**config.mk**
```make
export PLATFORM = sky130hd
export DESIGN_NAME = sub_serial8
export DESIGN_NICKNAME = d
export VERILOG_FILES = /design/src/rtl/sub_serial8_pkg.sv /design/src/rtl/sub_serial8_sub1.sv /design/src/rtl/sub_serial8.sv
export SDC_FILE = /design/constraint.sdc
export NUM_CORES = 1
export LEC_CHECK = 0
export CAP_MARGIN = 5
export CORE_ASPECT_RATIO = 0.75
export CORE_MARGIN = 8
export CORE_UTILIZATION = 49
export CTS_BUF_LIST = sky130_fd_sc_hd__clkbuf_4
export DETAILED_ROUTE_END_ITERATION = 16
export GPL_TIMING_DRIVEN = 0
export PLACE_DENSITY = 0.77
export SKIP_LAST_GASP = 1
export SYNTH_ARGS = -nofsm -noshare
export SYNTH_HDL_FRONTEND = slang
export SYNTH_SLANG_ARGS = --single-unit
```
**constraint.sdc**
```tcl
create_clock -name clk -period 1.4 [get_ports clk]
set_input_delay 0.21 -clock clk [delete_from_list [all_inputs] [get_ports clk]]
set_output_delay 0.21 -clock clk [all_outputs]
set_load 0.1 [all_outputs]
```
**src/rtl/sub_serial8_pkg.sv**
```systemverilog
// Shared FSM encoding and default width for the bit-serial subtractor.
package sub_serial8_pkg;

  typedef enum logic [1:0] {
    ST_IDLE = 2'd0,
    ST_RUN  = 2'd1,
    ST_DONE = 2'd2
  } state_t;

  localparam int SUB_W = 8;

endpackage

```
**src/rtl/sub_serial8_sub1.sv**
```systemverilog
// 1-bit full subtractor: d = a - b - bin, combinational, no handshake.
module sub1 (
  input  logic a,
  input  logic b,
  input  logic bin,
  output logic d,
  output logic bout
);

  assign d    = a ^ b ^ bin;
  assign bout = (~a & b) | (~(a ^ b) & bin);

endmodule

```
**src/rtl/sub_serial8.sv**
```systemverilog
// Bit-serial a - b - bin, LSB first through one sub1 cell; WIDTH run cycles then a done pulse.
// start is honoured only in IDLE; requests while busy or done are dropped, not queued.
import sub_serial8_pkg::*;

module sub_serial8 #(
  parameter int WIDTH = SUB_W
) (
  input  logic             clk,
  input  logic             rst,
  input  logic             start,
  input  logic [WIDTH-1:0] a,
  input  logic [WIDTH-1:0] b,
  input  logic             bin,
  output logic             busy,
  output logic             done,
  output logic [WIDTH-1:0] diff,
  output logic             bout,
  output logic             ovf
);

  localparam int CW = $clog2(WIDTH);
  localparam logic [CW-1:0] LAST = CW'(WIDTH - 1);

  state_t           state;
  logic [WIDTH-1:0] a_sr;
  logic [WIDTH-1:0] b_sr;
  logic [WIDTH-2:0] res;
  logic             br;
  logic [CW-1:0]    cnt;
  logic             d;
  logic             bo;

  sub1 u_sub1 (
    .a    (a_sr[0]),
    .b    (b_sr[0]),
    .bin  (br),
    .d    (d),
    .bout (bo)
  );

  // res only keeps the first WIDTH-1 result bits; the MSB goes straight into diff.
  always_ff @(posedge clk or posedge rst) begin
    if (rst) begin
      state <= ST_IDLE;
      busy  <= 1'b0;
      done  <= 1'b0;
      diff  <= '0;
      bout  <= 1'b0;
      ovf   <= 1'b0;
      a_sr  <= '0;
      b_sr  <= '0;
      res   <= '0;
      br    <= 1'b0;
      cnt   <= '0;
    end else begin
      case (state)
        ST_IDLE: begin
          done <= 1'b0;
          if (start) begin
            a_sr  <= a;
            b_sr  <= b;
            br    <= bin;
            cnt   <= '0;
            busy  <= 1'b1;
            state <= ST_RUN;
          end
        end
        ST_RUN: begin
          a_sr <= a_sr >> 1;
          b_sr <= b_sr >> 1;
          res  <= (res >> 1) | ((WIDTH-1)'(d) << (WIDTH - 2));
          br   <= bo;
          cnt  <= cnt + 1'b1;
          if (cnt == LAST) begin
            diff  <= {d, res};
            bout  <= bo;
            // br here is the borrow into the MSB, bo the borrow out of it.
            ovf   <= br ^ bo;
            busy  <= 1'b0;
            done  <= 1'b1;
            state <= ST_DONE;
          end
        end
        ST_DONE: begin
          done  <= 1'b0;
          state <= ST_IDLE;
        end
        default: begin
          busy  <= 1'b0;
          done  <= 1'b0;
          state <= ST_IDLE;
        end
      endcase
    end
  end

endmodule

```
==> impl_metrics.csv <==
group,metric,value,unit
global_routing,grt_first_pass_wirelength,6540,µm
cts,clk_pin_slew,0.12,ns
cts,holdBufCountCts,0,
synthesis,yosysMostFrequentCell,"dfrtp_1",
synthesis,synth_common_cells,"41 x dfrtp_1, 24 x nor3_1, 15 x mux2_2",
placement,port_buffers,31,
timing,rsz0062_at_grt,"yes",
setup_path,worstPathRequired,1.65,ns
cts,h-tree-depth,2,
cells_and_area,nets,226,
timing,fin_hold_ws,0.320,ns
route,drt_wl_total,3910,µm
die,io_pins,32,
die,die_area,5930,µm²
timing,tns,0,ns
timing,fin_crit,1.40,ns
timing,finalCritPeriodShare,1.00,
power,leakagePower,1.03,nW
setup_path,end_kind,"register",
setup_path,criticalPathCategory,"register to register",
placement,placed_cell_area,2210,µm²
setup_path,cp_slowest_cell,"dfrtp_1",
global_routing,use_met3,0.0533,
cells_and_area,fillers,302,
timing,tightest_slew,0.829,ns
global_routing,grt_pass1_vias,1345,
timing,report.final.slew_viol_count,0,
cts,cts_root_buf,"clkbuf_4",
global_routing,antenna_found_initial,0,
power,peakVddDrop,1.78,mV
synthesis,yosys.area.top_type,"dfrtp_1",
synthesis,syn_nets,181,
setup_path,worstRegToRegCells,5,
timing,finClkSkew,0.00820,ns
flow_run,drv_cap,0,
setup_path,r2r_setup_slack,0.00004,ns
setup_path,cp_max_fo,7,
setup_path,startpoint,"cnt[1]",
cts,clk_latency,0.35,ns
route,antenna_left,0,
die,dieWidth,86.3,µm
route,vias,1370,
cts,cts_num_sinks,41,
global_routing,grt_max_degree,42,
route,drtIter0Drc,60,
route,drt-vias-per-instance,5.35,
synthesis,synth_async_sr_flop_share,1.00,
synthesis,syn_area,1820,µm²
global_routing,use_met2,0.238,
cts,clk_path_buf_depth,2,
cells_and_area,final_area,2290,µm²
die,start_util,0.502,
setup_path,start_kind,"register",
route,firstDrtPassIters,4,
synthesis,syn_avg_cell_area,11.5,µm²
setup_path,crit_family,"flip-flops",
power,power.density,2640,nW/µm²
cells_and_area,multiInputGateArea,711,µm²
placement,hpwl,2790,µm
setup_path,crit_path_end,"diff[5]",
global_routing,grt-ovfl-total,0,
cells_and_area,seqCellArea,1030,µm²
cells_and_area,diodes,0,
synthesis,synth_top_area_frac,0.565,
synthesis,post_synth_num_cell_types,26,
route,wl_per_cell,15.3,µm
setup_path,rr_startpoint,"cnt[1]",
hold_path,hp-class,"primary input to asynchronous set/reset pin",
cells_and_area,drive_gt1_frac,0.314,
synthesis,ys.flop_type,"dfrtp_1",
synthesis,syn_inst,158,
setup_path,path_cells,"ha_2 > ha_4 > nand3b_4 > buf_6 > mux2_2",
die,rows,19,
timing,relSlewSlack,0.446,
synthesis,synth_warnings,0,
setup_path,crit_path_max_incr_delay,0.41,ns
route,drc,0,
timing,finalSetupViolCount,0,
setup_path,crit_arrival,1.65,ns
timing,fmax,0.714,GHz
synthesis,ys_ff_latch,41,
placement,place_congestion,0.765,
synthesis,synth_edf_count,0,
global_routing,busiest_layer,"met2",
cts,cts_made_buffers,5,
global_routing,gr-usage-met1,0.179,
synthesis,synthTopCellsByArea,"dfrtp_1 57%, mux2_2 9.3%, nor3_1 6.6%, nor2_1 2.5%, o22a_1 2.4%",
cells_and_area,area_growth,26.3,%
setup_path,worst-path-buf-inv,1,
global_routing,grt_use_total,0.145,
cts,cts_tree,"done",
die,core-area,3610,µm²
die,die_h,68.7,µm
timing,hold_violations,0,
setup_path,reg2reg_to,"diff[5]",
synthesis,synth_seq_area_share,0.565,
setup_path,cp.depth,5,
run_status,status,"complete, no violations",
## cells in the final DEF, fill, tap and decap left out, types with 2 or more instances in the layout
master,count
a211oi_1,2
a21oi_1,7
a22o_1,2
buf_2,9
buf_4,8
buf_6,2
clkbuf_4,16
clkdlybuf4s50_1,19
clkinv_2,2
dfrtp_1,40
inv_1,8
mux2_2,15
nand2_1,5
nand2b_1,2
nor2_1,12
nor3_1,24
nor3b_1,4
o21ai_0,4
o21ai_1,2
o22a_1,5
## routing by layer
| layer | vias up | part of all wire |
|---|---|---|
| li1 | 641 | - |
| met4 | 0 | 0.0041 |
| met5 | - | 0 |
| met3 | 2 | 0.062 |
| met2 | 39 | 0.50 |
| met1 | 688 | 0.43 |
## what timing repair did
action                                  in CTS  in global routing
gates resized for setup                     60                 16
setup buffers                                6                  1
endpoints found under the setup margin      17                 27
pin swaps                                    1                  1
## metrics by stage
step | total power [mW] | std cells | utilization | worst slack, ns
after global placement | 5.30 | 241 | 0.610 | -0.536
after global routing | 6.42 | 256 | 0.634 | -0.0488
after detailed placement | 5.45 | 241 | 0.610 | -0.306
final | 6.04 | 256 | 0.634 | 0.0000382
after CTS | 5.93 | 255 | 0.622 | -0.0199
after floorplan | 4.63 | 158 | - | 0.0105
## worst register-to-register path: cells and delay by family (launching register included)
family                   cells  cell delay [ns]
multiplexers                 1             0.33
flip-flops                   1             0.41
adder cells (fa/ha/maj)      2             0.36
AND/OR/NAND/NOR              1             0.08
buffers and inverters        1             0.13
## cell type report
cell class / instances / share of cell area
multi-input cells: 97 / 0.310
inverters: 9 / 0.0147
well taps: 52 / 0.0284
plain buffers: 11 / 0.0306
clock buffers: 5 / 0.0164
repair buffers: 38 / 0.144
clock inverters: 3 / 0.00764
flip-flops and latches: 41 / 0.448
## report_power, final
| group | switching, mW | internal [mW] | total [mW] | leakage [nW] |
|---|---|---|---|---|
| Clock | 0.393 | 0.190 | 0.583 | 0.0310 |
| Combinational | 2.21 | 1.17 | 3.38 | 0.508 |
| Sequential | 0.325 | 1.75 | 2.08 | 0.490 |
## kinds of logic after synthesis
kind of cell               after synthesis  synth area share
muxes                                   15            0.0930
adders and majority gates                3            0.0248
DFF                                     41             0.565
AOI/OAI and AO/OA                       27             0.104
buffers and inverters                   20            0.0572
and+or+nand+nor                         51             0.151
xor gates and xnor gates                 1           0.00483
## sequential cells by signal, indices dropped and copies added, names as in the netlist
signal	cells
a_sr	8
b_sr	8
bout	1
br	1
busy	1
cnt	3
diff	8
done	1
ovf	1
res	7
state	2
## how the worst min path moves through the flow
stage	from	to	slack [ns]	cells after the start
global route	rst	diff[2]	0.39	2
CTS	rst	diff[5]	0.35	2
detailed placement	bout	bout	0.47	2
finish	rst	b_sr[0]	0.32	2
floorplan	a[7]	a_sr[7]	0.35	2
global placement	ovf	ovf	0.46	2
Note: power is estimated with default switching activity, not from simulation.
